===== src/rtl/ps2_host_tx.sv =====
// PS/2 host-to-device transmitter: request-to-send, shifts out data/parity/stop on
// device clock falling edges, then checks the device acknowledge.
module ps2_host_tx #(
   parameter int unsigned INHIBIT_CYCLES = 5000,
   parameter int unsigned TIMEOUT_CYCLES = 750000
) (
   input  logic       in_clock,
   input  logic       in_reset_n,
   input  logic       in_start,
   input  logic [7:0] in_data,
   input  logic       ps2_clock_in,
   input  logic       ps2_data_in,
   output logic       ps2_clock_oe,
   output logic       ps2_data_oe,
   output logic       out_busy,
   output logic       out_done,
   output logic       out_error
);

   localparam int unsigned IW = $clog2(INHIBIT_CYCLES) + 1;
   localparam int unsigned TW = $clog2(TIMEOUT_CYCLES) + 1;

   typedef enum logic [2:0] {StIdle, StInhibit, StRts, StSend, StAck, StWaitIdle} state_t;

   state_t        state;
   logic [2:0]    clk_sync;
   logic [1:0]    data_sync;
   logic [IW-1:0] inhibit_cnt;
   logic [TW-1:0] timeout_cnt;
   logic [3:0]    bit_cnt;
   logic [9:0]    shift;

   logic clk_s, data_s, fall, timeout_hit, line_idle, wait_state, to_error;

   // clk_sync[1] is the synchronized level, clk_sync[2] its previous value
   assign clk_s       = clk_sync[1];
   assign data_s      = data_sync[1];
   assign fall        = clk_sync[2] & ~clk_sync[1];
   assign timeout_hit = (timeout_cnt == TW'(TIMEOUT_CYCLES - 1));
   assign line_idle   = clk_s & data_s;

   always_comb begin
      wait_state = (state == StSend) || (state == StAck) || (state == StWaitIdle);
      to_error   = 1'b0;
      if (wait_state && !fall && timeout_hit && !(state == StWaitIdle && line_idle)) begin
         to_error = 1'b1;
      end
      if (state == StAck && fall && data_s) begin
         to_error = 1'b1;
      end
   end

   always_ff @(posedge in_clock or negedge in_reset_n) begin
      if (!in_reset_n) begin
         state        <= StIdle;
         clk_sync     <= 3'b111;
         data_sync    <= 2'b11;
         inhibit_cnt  <= '0;
         timeout_cnt  <= '0;
         bit_cnt      <= '0;
         shift        <= '0;
         ps2_clock_oe <= 1'b0;
         ps2_data_oe  <= 1'b0;
         out_busy     <= 1'b0;
         out_done     <= 1'b0;
         out_error    <= 1'b0;
      end else begin
         clk_sync  <= {clk_sync[1:0], ps2_clock_in};
         data_sync <= {data_sync[0], ps2_data_in};
         out_done  <= 1'b0;
         out_error <= 1'b0;
         if (to_error) begin
            ps2_clock_oe <= 1'b0;
            ps2_data_oe  <= 1'b0;
            out_busy     <= 1'b0;
            out_error    <= 1'b1;
            state        <= StIdle;
         end else begin
            case (state)
               StIdle: begin
                  if (in_start) begin
                     shift        <= {1'b1, ~^in_data, in_data};
                     inhibit_cnt  <= '0;
                     bit_cnt      <= '0;
                     ps2_clock_oe <= 1'b1;
                     out_busy     <= 1'b1;
                     state        <= StInhibit;
                  end
               end
               // Clock stays low through the RTS cycle too, giving INHIBIT_CYCLES in total
               StInhibit: begin
                  if (inhibit_cnt == IW'(INHIBIT_CYCLES - 2)) begin
                     ps2_data_oe <= 1'b1;
                     state       <= StRts;
                  end else begin
                     inhibit_cnt <= inhibit_cnt + IW'(1);
                  end
               end
               StRts: begin
                  ps2_clock_oe <= 1'b0;
                  timeout_cnt  <= '0;
                  state        <= StSend;
               end
               StSend: begin
                  if (fall) begin
                     timeout_cnt <= '0;
                     ps2_data_oe <= ~shift[0];
                     shift       <= {1'b1, shift[9:1]};
                     if (bit_cnt == 4'd9) begin
                        state <= StAck;
                     end else begin
                        bit_cnt <= bit_cnt + 4'd1;
                     end
                  end else begin
                     timeout_cnt <= timeout_cnt + TW'(1);
                  end
               end
               StAck: begin
                  if (fall) begin
                     timeout_cnt <= '0;
                     state       <= StWaitIdle;
                  end else begin
                     timeout_cnt <= timeout_cnt + TW'(1);
                  end
               end
               StWaitIdle: begin
                  if (fall) begin
                     timeout_cnt <= '0;
                  end else if (line_idle) begin
                     out_done <= 1'b1;
                     out_busy <= 1'b0;
                     state    <= StIdle;
                  end else begin
                     timeout_cnt <= timeout_cnt + TW'(1);
                  end
               end
               default: state <= StIdle;
            endcase
         end
      end
   end

endmodule


===== config.mk =====
export PLATFORM = sky130hd
export DESIGN_NAME = ps2_host_tx
export DESIGN_NICKNAME = d
export VERILOG_FILES = /design/src/rtl/ps2_host_tx.sv
export SDC_FILE = /design/constraint.sdc
export NUM_CORES = 1
export LEC_CHECK = 0
export ABC_CLOCK_PERIOD_IN_PS = 2600
export BUFFER_PORTS_ARGS = -buffer_cell sky130_fd_sc_hd__buf_4
export CORE_ASPECT_RATIO = 0.75
export CORE_MARGIN = 4
export CORE_UTILIZATION = 40
export DETAILED_ROUTE_END_ITERATION = 10
export MAX_ROUTING_LAYER = met4
export SYNTH_ARGS = -nofsm -noshare
export SYNTH_HDL_FRONTEND = slang
export SYNTH_SLANG_ARGS = --single-unit

===== constraint.sdc =====
create_clock -name in_clock -period 2.6 [get_ports in_clock]
set_input_delay 0.26 -clock in_clock [delete_from_list [all_inputs] [get_ports in_clock]]
set_output_delay 0.26 -clock in_clock [all_outputs]
set_load 0.05 [all_outputs]

== Word-level counts from Yosys, hierarchy flattened ==
Cells that the tools add are included.

* Register bits after elaboration: 62
* Output and inout bits: 5

* Add/sub/neg operators: 3
* Eq/ne operators: 20
* Muxes and demuxes: 41
* Bitwise gates (word level): 5
* Reduce and logical (&&, ||, !) cells: 27

{| class="wikitable"
|+ Operator list
! operator !! number
|-
| 21-bit two-way mux || 3
|-
| 21-bit one-hot mux with 3 select lines || 1
|-
| 14-bit two-way mux || 2
|-
| 14-bit one-hot mux with 2 select lines || 1
|-
| 3-bit two-way mux || 8
|-
| 21-bit by 1-bit adder with 21-bit output (second input constant) || 1
|-
| 21-bit by 20-bit equality test with 1-bit output (second input constant) || 1
|-
| 3-bit inequality test (second input constant) || 7
|-
| 10-bit two-way mux || 2
|-
| 10-bit one-hot mux with 2 select lines || 1
|-
| 3-bit one-hot mux with 6 select lines || 1
|-
| 1-bit two-way mux || 15
|-
| 14-bit by 1-bit adder with 14-bit output (second input constant) || 1
|-
| 14-bit by 13-bit equality test with 1-bit output (second input constant) || 1
|-
| 4-bit two-way mux || 3
|-
| 4-bit AND reduction || 3
|-
| 3-bit nonzero test || 4
|-
| 2-bit inequality test (second input constant) || 4
|-
| 4-bit one-hot mux with 2 select lines || 1
|-
| 8-bit XNOR reduction || 1
|-
| 7-bit AND reduction || 1
|-
| 3-bit by 2-bit equality test with 1-bit output (second input constant) || 2
|-
| 3-bit equality test (second input constant) || 2
|-
| 1-bit logical AND || 6
|-
| other kinds (15) || 24
|}

== Logic depth before layout (Yosys ltp) ==
Gate-level depths: netlist of the first run.

* Depth in word-level cells: 10
* Gate-level depth with buffers: 9

== Worst setup path after synthesis of the first run ==
Ideal clock, no wire load.

* Path type: reg-to-reg
* From: register clk_sync[1]
* To: register timeout_cnt[18]
* Library setup time: 78 ps
* Arrival: 1963 ps
* Data required time: 2522 ps
* Path slack: 559 ps
* Stages on the path, launching flop included: 8
* Path buffers: 2
* Path through: dfstp_2 -> nor2b_2 -> or4b_4 -> nor4_4 -> buf_6 -> buf_6 -> o31ai_1 -> a21oi_1

* Word-level cells in the longest chain between the ends: 10
* Elaborated cells between the ends (all ways): 19

{| class="wikitable"
|+ RTL lines
! what !! line !! text
|-
| from (decl) || 26 || <nowiki>logic [2:0] clk_sync;</nowiki>
|-
| from (signal assigned) || 68 || <nowiki>clk_sync <= {clk_sync[1:0], ps2_clock_in};</nowiki>
|-
| 1-bit inverter || 38 || <nowiki>assign fall = clk_sync[2] & ~clk_sync[1];</nowiki>
|-
| 1-bit AND || 38 ||
|-
| 1-bit zero test || 45 || <nowiki>if (wait_state && !fall && timeout_hit && !(state == StWaitIdle && line_idle)) begin</nowiki>
|-
| 1-bit logical AND (3 in a row) || 45 ||
|-
| 1-bit two-way mux || 45 ||
|-
| 1-bit two-way mux || 48 || <nowiki>if (state == StAck && fall && data_s) begin</nowiki>
|-
| 1-bit inverter (no source line) || - ||
|-
| 3-bit AND reduction (no source line) || - ||
|-
| to (signal assigned) || 115 || <nowiki>timeout_cnt <= timeout_cnt + TW'(1);</nowiki>
|-
| to (signal assigned) || 123 || <nowiki>timeout_cnt <= timeout_cnt + TW'(1);</nowiki>
|-
| to (signal assigned) || 134 || <nowiki>timeout_cnt <= timeout_cnt + TW'(1);</nowiki>
|-
| to (decl) || 29 || <nowiki>logic [TW-1:0] timeout_cnt;</nowiki>
|}

Several ways; a longest one is shown, not always the timed one.
A chain may end at the register's enable or synchronous reset.

== Worst setup path after layout of the first run ==
* From: register clk_sync[1]
* To: register timeout_cnt[4]

Same word-level chain as after synthesis.

==> results of run 1 <==
==> layout make-up <==
| type | instances | share of cell area |
|---|---|---|
| Clock buffer | 13 | 0.0651 |
| Clock inverter | 3 | 0.0169 |
| Inverter | 7 | 0.00657 |
| Multi-Input combinational cell | 286 | 0.429 |
| Sequential cell | 62 | 0.390 |
| Tap cell | 105 | 0.0329 |
| Timing Repair Buffer | 32 | 0.0601 |
==> synth_stat cells, types with 6 or more instances <==
library cell  count  share of area
xor2_1            8          0.021
and3_1            6          0.011
dfrtp_1          57           0.42
o21ai_0          22          0.032
a21oi_1          22          0.032
nand3_1          24          0.035
or3_1             7          0.013
nor2_1           36          0.040
nand2b_1          7          0.013
o31ai_1          12          0.027
clkbuf_1         11          0.012
or4_1            10          0.022
nand2_1          44          0.049
a31oi_1          10          0.018
nor4_1            6          0.011
inv_1             7         0.0077
xnor2_1           9          0.023
nand4_1           9          0.017
==> worst paths after layout <==
kind,start,cells past startpoint,endpoint,slack (ns)
min in group in_clock,ps2_data_in,1,data_sync[0]$_DFF_PN1_,0.04
setup / recovery,clk_sync[1]$_DFF_PN1_,6,timeout_cnt[4]$_DFFE_PN0P_,0.34
hold / removal,in_reset_n,1,inhibit_cnt[12]$_DFFE_PN0P_,0.02
max in group asynchronous,in_reset_n,1,shift[8]$_DFFE_PN0P_,2.06
setup reg to reg,clk_sync[1]$_DFF_PN1_,6,timeout_cnt[4]$_DFFE_PN0P_,0.34
hold reg to reg,data_sync[0]$_DFF_PN1_,0,data_sync[1]$_DFF_PN1_,0.36
==> worst max-delay path: stages, from the launching register on <==
cell and delay [ns]:
dfstp_2 0.58, nor2b_2 0.10, or4b_4 0.55, nor4_4 0.23
buf_4 0.26, nand2b_1 0.26, o21ai_0 0.14
==> kinds of logic (layout without fill, tap and decap cells) <==
kind of cell	Yosys count	in the layout	synth area share
mux	2	2	0.00627
buf+inv	25	55	0.0358
xor+xnor	17	17	0.0439
flops	62	62	0.459
simple gates	172	172	0.273
fa+ha+maj	5	5	0.0184
compound gates	90	90	0.163
==> report_power, final <==
group          switching [mW]  total, mW  internal (mW)
Clock                   0.415       1.31          0.892
Sequential              0.162       1.29           1.13
Combinational           0.703       1.13          0.428
==> flip-flops by register name (all words and copies together), names as in the netlist <==
| signal | count |
|---|---|
| data_sync | 2 |
| state | 3 |
| shift | 10 |
| ps2_clock_oe | 1 |
| out_done | 1 |
| timeout_cnt | 21 |
| out_error | 1 |
| inhibit_cnt | 14 |
| bit_cnt | 4 |
| out_busy | 1 |
| clk_sync | 3 |
| ps2_data_oe | 1 |
==> metal layers <==
metal,vias up,track usage
met4,0,0.0604
li1,1414,-
met3,10,0.0435
met5,-,-
met2,56,0.210
met1,1308,0.269
==> metrics.cfg, run 1 <==
[yosys]
syn_inst = 373
synthDistinctLibCells = 55
syn_nets = 391
ys_ff_latch = 62
seq_area_frac_synth = 0.459
async_reset_ff_frac = 1.00
synth_edf_count = 0
syn-mean-instance-area_um2 = 9.09
synth_ff_type = dfrtp_1
syn_area_um2 = 3390
yosysWarnings = 0

[finish]
diodes = 0
design_area_um2 = 4000
layout_common_cells = 57 x dfrtp_1, 44 x nand2_1, 36 x nor2_1, 32 x buf_4, 24 x nand3_1
multiInputGateArea_um2 = 1710
post-route-util = 0.496
stdcell_count = 508
fill_cells = 782
fin_nets = 416
final_common_cell = dfrtp_1
areaGrowthSynthToFinish_pct = 17.8
drive_above_1_share = 0.161
regArea_um2 = 1560

[status]
status = finished, final reports clean

[worst_setup_path]
endpoint_kind = register
crit_fanout = 21
crit_path_start_kind = register
worstPathArrival_ns = 2.45
worstSetupPathType = reg -> reg
cp.required_ns = 2.79

[route]
drt-pass1-iter-count = 5
drt-vias-per-instance = 5.49
drc = 0
first_iter_violations = 238
wl_met1_mm = 4.20
dr_wl_met3_um = 387
wirelength_mm = 7.59
top_layer = met4
num_vias = 2788
dr_wl_met2_mm = 2.88
wl_per_cell_um = 14.9
antenna_left = 0

[grt]
grt_pass1_wl_mm = 13.2
grt_max_degree = 63
grt_usage = 0.173
grt-ovfl-total = 0
antenna_found_initial = 0
grt_pass1_vias = 2555

[sta]
final-setup-viol-count = 0
tightest_slew_ns = 0.786
fin_hold_ws_ns = 0.0228
final.setup.worst_slack_ns = 0.342
finalCritPeriodShare = 0.868
maxSlewViolCount = 0
fin_worst_skew_ns = 0.00879
clock.fmax_mhz = 443
slew_headroom = 0.476
period_needed_ns = 2.26
rsz0062_at_grt = false
fin_tns_setup_ns = 0
hold_viol_final = 0

[cts]
cts_htree_levels = 3
hold_buffers = 0
clock_sinks = 62
clockRootBuffer = clkbuf_16
post_cts_resized = 0
clkLatencyLatePin_ns = 0.33
post_cts.repair.setup_buffers = 0
cts_tree = done
cts.path.max_buffers = 2
path_clk_slew_ns = 0.06
numCtsBuffers = 9

[power_and_ir_drop]
total_power_mw = 3.73
cellPowerDensity_nw_per_um2 = 932
p_leak_nw = 1.66
ir_worst_vdd_uv = 564

[die]
rows = 28
die_h_um = 87.8
ioPinCount = 18
design.core.area_um2 = 8060
fp.dieArea_um2 = 10000
start_util = 0.421
die_w_um = 114

[placed_design]
place_congestion = 0.899
dp_cells = 492
port_buffers = 17
pre_cts_ws_ns = 0.347
place_area_um2 = 3670
hpwl_mm = 5.21

[worst_hold_path]
hold_path_class = in -> async

[run]
maxCapViolCount = 0

No activity file was read; power rests on OpenSTA's default activity.
==> run 2, diff against run 1 <==
MAX_ROUTING_LAYER = not set   (was met4)
==> run 2 against run 1 <==
Cell count unchanged; worst hold slack got worse by 0.0023 ns; maximum frequency shrank 0.18%; combinational power is essentially flat; global-route usage down 0.55 points; total power about the same; critical endpoint unchanged; largest cell class unchanged; highest routed layer unchanged.
==> metrics.cfg, run 2 (same netlist as run 1, synthesis figures left out) <==
[status]
status = finished, final reports clean

[sta]
final.setup.worst_slack_ns = 0.338  ; -0.00410 ns
final-setup-viol-count = 0  ; unchanged
tightest_slew_ns = 0.779  ; -0.00622 ns
fin_worst_skew_ns = 0.00957  ; +0.000778 ns
finalCritPeriodShare = 0.870  ; +0.00158
slew_headroom = 0.477  ; +0.000664
hold_viol_final = 0  ; unchanged
fin_tns_setup_ns = 0  ; unchanged
maxSlewViolCount = 0  ; unchanged
fin_hold_ws_ns = 0.0204  ; -0.00233 ns
clock.fmax_mhz = 442  ; -0.18%
period_needed_ns = 2.26  ; +0.00410 ns
rsz0062_at_grt = false

[route]
wl_per_cell_um = 14.9  ; -0.37%
first_iter_violations = 166  ; -30%
drt-pass1-iter-count = 4  ; -1
antenna_left = 0  ; unchanged
num_vias = 2808  ; +0.72%
drc = 0  ; unchanged
drt-vias-per-instance = 5.53  ; +0.72%
wirelength_mm = 7.56  ; -0.37%

[finish]
areaGrowthSynthToFinish_pct = 17.8  ; unchanged
regMostFlops = timeout_cnt
drive_above_1_share = 0.161  ; unchanged
layout_common_cells = 57 x dfrtp_1, 44 x nand2_1, 36 x nor2_1, 32 x buf_4, 24 x nand3_1
fill_cells = 782  ; unchanged
largest_reg_flops = 21  ; unchanged
final_common_cell = dfrtp_1
top_regs = timeout_cnt x21, inhibit_cnt x14, shift x10
post-route-util = 0.496  ; unchanged
fin_nets = 416  ; unchanged
diodes = 0  ; unchanged

[cts]
post_cts.repair.setup_buffers = 0  ; unchanged
numCtsBuffers = 9  ; unchanged
clkLatencyLatePin_ns = 0.33  ; about the same
clockRootBuffer = clkbuf_16
post_cts_resized = 0  ; unchanged
cts_tree = done
hold_buffers = 0  ; unchanged
cts.path.max_buffers = 2  ; unchanged
path_clk_slew_ns = 0.06  ; about the same
clock_sinks = 62  ; unchanged
cts_htree_levels = 3  ; unchanged

[worst_setup_path]
crit_fanout = 21  ; unchanged
cp.required_ns = 2.79  ; about the same
rr_startpoint = clk_sync[1]$_DFF_PN1_
crit_path_start_kind = register
worstSetupPathType = reg -> reg
cp-startpoint = clk_sync[1]$_DFF_PN1_
endpoint_kind = register
worstPathArrival_ns = 2.46  ; about the same

[grt]
grt_usage = 0.167  ; -0.00551
grt_max_degree = 63  ; unchanged
grt_pass1_vias = 2566  ; +0.43%
grt_pass1_wl_mm = 13.1  ; -0.21%
grt-ovfl-total = 0  ; unchanged
antenna_found_initial = 0  ; unchanged

[run]
maxCapViolCount = 0  ; unchanged

[placed_design]
place_congestion = 0.884  ; -1.6%
pre_cts_ws_ns = 0.347  ; unchanged
hpwl_mm = 5.21  ; unchanged
port_buffers = 17  ; unchanged

[die]
start_util = 0.421  ; unchanged
fp.dieArea_um2 = 10000  ; unchanged
die_w_um = 114  ; unchanged
rows = 28  ; unchanged
design.core.area_um2 = 8060  ; unchanged
ioPinCount = 18  ; unchanged
die_h_um = 87.8  ; unchanged

[power_and_ir_drop]
p_leak_nw = 1.66  ; unchanged
ir_worst_vdd_uv = 566  ; +0.24%
cellPowerDensity_nw_per_um2 = 932  ; about the same

[worst_hold_path]
hold_path_class = in -> async

-- run 2: final cells by class --
class	instances	area [um^2]	area share
multi-input cells	286	1710	0.429
inverters	7	26.3	0.00657
clock buffers	13	260	0.0651
repair buffers	32	240	0.0601
clock inverters	3	67.6	0.0169
well taps	105	131	0.0329
flip-flops and latches	62	1560	0.390
-- run 2: path summary, 6_finish.rpt --
kind,endpoint,slack [ns],depth (start not counted)
worst max-delay path,timeout_cnt[4]$_DFFE_PN0P_,0.34,6
worst min-delay path,ps2_data_oe$_DFFE_PN0P_,0.02,1
worst max register to register,timeout_cnt[4]$_DFFE_PN0P_,0.34,6
worst min register to register,data_sync[1]$_DFF_PN1_,0.36,0
max in group asynchronous,shift[8]$_DFFE_PN0P_,2.06,1
min in group in_clock,data_sync[0]$_DFF_PN1_,0.04,1
-- run 2: where the power goes --
group,switching [mW],internal (mW),leakage [nW]
combinational,0.703,0.428,0.711
clock,0.416,0.892,0.156
sequential,0.163,1.13,0.797
-- run 2: layer usage --
| metal | vias to the layer above | global-route usage | share of wire |
|---|---|---|---|
| li1 | 1417 | - | - |
| met1 | 1328 | 0.265 | 0.55 |
| met2 | 53 | 0.212 | 0.38 |
| met3 | 10 | 0.0463 | 0.050 |
| met4 | 0 | 0.0604 | 0.015 |
| met5 | - | 0 | 0 |
-- run 2: through the flow --
| stage | power [mW] | std cells | area, um^2 |
|---|---|---|---|
| 3_3_place_gp | 2.41 | 492 | 3670 |
| 6_report | 3.73 | 508 | 4000 |
| 5_1_grt | 3.98 | 508 | 4000 |
| 2_1_floorplan | 2.08 | 373 | 3390 |
| 4_1_cts | 3.76 | 508 | 4000 |
| 3_5_place_dp | 2.44 | 492 | 3670 |
-- run 2: critical path, cell delays in order (launching register included) --
cell and delay [ns]:
dfstp_2 0.58, nor2b_2 0.10, or4b_4 0.54, nor4_4 0.23, buf_4 0.27, nand2b_1 0.27
o21ai_0 0.14
==> run 3, diff against run 2 <==
CORE_MARGIN = 2   (was 4)
CORE_UTILIZATION = 45   (was 40)
==> run 3 against run 2 <==
The flow now finishes with violations (hold timing); clock skew up 0.0017 ns; cell count down 0.59%; cell area down 3.3%; wire length down 0.44%; global-route usage up 3.3 points; die area down 18%.
==> metrics.cfg, run 3 (same netlist as run 1, synthesis figures left out) <==
[finish]
regArea_um2 = 1560  ; unchanged
diodes = 0  ; unchanged
multiInputGateArea_um2 = 1710  ; unchanged
largest_reg_flops = 21  ; unchanged
areaGrowthSynthToFinish_pct = 13.9
fin_nets = 417  ; +0.24%
top_regs = timeout_cnt x21, inhibit_cnt x14, shift x10
stdcell_count = 505  ; -0.59%
layout_common_cells = 57 x dfrtp_1, 44 x nand2_1, 36 x nor2_1, 33 x buf_4, 24 x nand3_1
drive_above_1_share = 0.163  ; +0.00208
fill_cells = 687  ; -12%
final_common_cell = dfrtp_1
regMostFlops = timeout_cnt

[route]
num_vias = 2878  ; +2.5%
drt-pass1-iter-count = 5  ; +1
first_iter_violations = 194  ; +17%
drt-vias-per-instance = 5.70  ; +3.1%
antenna_left = 0  ; unchanged
drc = 0  ; unchanged
wl_per_cell_um = 14.9  ; +0.16%
wirelength_mm = 7.53  ; -0.44%

[placed_design]
port_buffers = 17  ; unchanged
place_congestion = 0.823  ; -6.9%
dp_cells = 489  ; -0.61%
hpwl_mm = 5.21  ; about the same

[worst_setup_path]
crit_path_start_kind = register
worstPathArrival_ns = 2.55  ; +0.09 ns
crit_slowest_cell = dfstp_2
worst-path-buf-inv = 1  ; unchanged
endpoint_kind = register
cp.required_ns = 2.83  ; +0.04 ns
worstSetupPathType = reg -> reg
critPathTopFamily = simple AND/OR/NAND/NOR gates
crit_path_max_incr_delay_ns = 0.58  ; about the same
path_cells = nor2b_2, or4b_4, nor4_4, buf_4, nor2b_1, mux2_2
crit_fanout = 8  ; -62%

[power_and_ir_drop]
swShare = 0.383  ; +0.0388
p_leak_nw = 1.61  ; -3.2%
ir_worst_vdd_uv = 377  ; -33%
p_comb_frac = 0.347  ; +0.043
p_clk_frac = 0.259  ; -0.092
cellPowerDensity_nw_per_um2 = 842  ; -9.7%
net-switching-power_mw = 1.24  ; -2.9%
p_int_mw = 2.01  ; -18%
p_seq_frac = 0.394  ; +0.048

[grt]
grt_max_degree = 63  ; unchanged
grt_pass1_vias = 2618  ; +2.0%
antenna_found_initial = 0  ; unchanged
grt_usage = 0.200  ; +0.0330
grt_pass1_wl_mm = 13.1  ; -0.47%
grt-ovfl-total = 0  ; unchanged

[die]
rows = 27  ; -3.6%
die_w_um = 104  ; -8.8%
start_util = 0.463  ; +0.0417
ioPinCount = 18  ; unchanged
fp.dieArea_um2 = 8260  ; -18%
die_h_um = 79.2  ; -9.8%
design.core.area_um2 = 7330  ; -9.0%

[sta]
maxSlewViolCount = 0  ; unchanged
final-setup-viol-count = 0  ; unchanged
rsz0062_at_grt = false
fin_worst_skew_ns = 0.0113  ; +0.00171 ns
fin_tns_setup_ns = 0  ; unchanged
clock.fmax_mhz = 432  ; -2.2%
tightest_slew_ns = 0.772  ; -0.00713 ns
fin_hold_ws_ns = -0.00526  ; -0.0257 ns
finalCritPeriodShare = 0.890  ; +0.0199
slew_headroom = 0.485  ; +0.00824
hold_viol_final = 4  ; +4
period_needed_ns = 2.31  ; +0.0517 ns

[cts]
cts.path.max_buffers = 2  ; unchanged
cts_tree = done
hold_buffers = 0  ; unchanged
path_clk_slew_ns = 0.07  ; about the same
post_cts_resized = 0  ; unchanged
numCtsBuffers = 9  ; unchanged
clkLatencyLatePin_ns = 0.35  ; +0.02 ns
clock_sinks = 62  ; unchanged
cts_htree_levels = 3  ; unchanged
clockRootBuffer = clkbuf_8
post_cts.repair.setup_buffers = 0  ; unchanged

[run]
maxCapViolCount = 0  ; unchanged

[status]
violations = hold timing
status = finished, violations left

[worst_hold_path]
hold_path_class = in -> async

-- run 3: changes by cell type in the layout (fill, tap and decap cells not counted), sizes merged --
cell,delta
clkinv,+2
buf,+1
clkbuf,-1
bufinv,-1
-- run 3: through the flow --
step	hold slack [ns]	area (um^2)	setup slack, ns	power (mW)	utilization
floorplan	-0.0356	3390	0.559	2.08	-
global placement	0.346	3670	0.385	2.40	0.501
detailed placement	0.347	3670	0.319	2.42	0.501
CTS	0.00993	3860	0.295	3.27	0.527
global route	0.00252	3860	0.157	3.50	0.527
finish	-0.00526	3860	0.287	3.25	0.527
-- run 3: path summary, 6_finish.rpt --
check                                       startpoint                          end  slack, ns  cells after the start
worst min-delay path                        in_reset_n  timeout_cnt[17]$_DFFE_PN0P_     -0.005                      1
worst max register to register   clk_sync[1]$_DFF_PN1_         state[0]$_DFFE_PN0P_       0.29                      6
min in group in_clock                     ps2_clock_in        clk_sync[0]$_DFF_PN1_       0.02                      1
worst min register to register  data_sync[0]$_DFF_PN1_       data_sync[1]$_DFF_PN1_       0.36                      0
worst max-delay path             clk_sync[1]$_DFF_PN1_         state[0]$_DFFE_PN0P_       0.29                      6
max in group asynchronous                   in_reset_n       bit_cnt[0]$_DFFE_PN0P_       2.10                      1
-- run 3: per-layer routing --
metal | vias up | share of wire | GRT usage
met2 | 65 | 0.41 | 0.276
met3 | 10 | 0.046 | 0.0542
li1 | 1409 | - | -
met1 | 1394 | 0.53 | 0.306
met4 | 0 | 0.013 | 0.0527
met5 | - | 0 | 0
-- run 3: cell type report --
cell class,instances,area share
multi-input combinational,286,0.443
sequential,62,0.403
timing repair buffer,33,0.0641
clock buffer,12,0.0376
tap,101,0.0327
clock inverter,4,0.0123
inverter,7,0.00680
-- run 3: power groups by stage --
stage          combinational (mW)  sequential [mW]  clock, mW
2_1_floorplan               0.800             1.28          0
3_3_place_gp                 1.11             1.29          0
3_5_place_dp                 1.13             1.30          0
4_1_cts                      1.13             1.28      0.865
5_1_grt                      1.28             1.31      0.911
6_report                     1.13             1.28      0.844
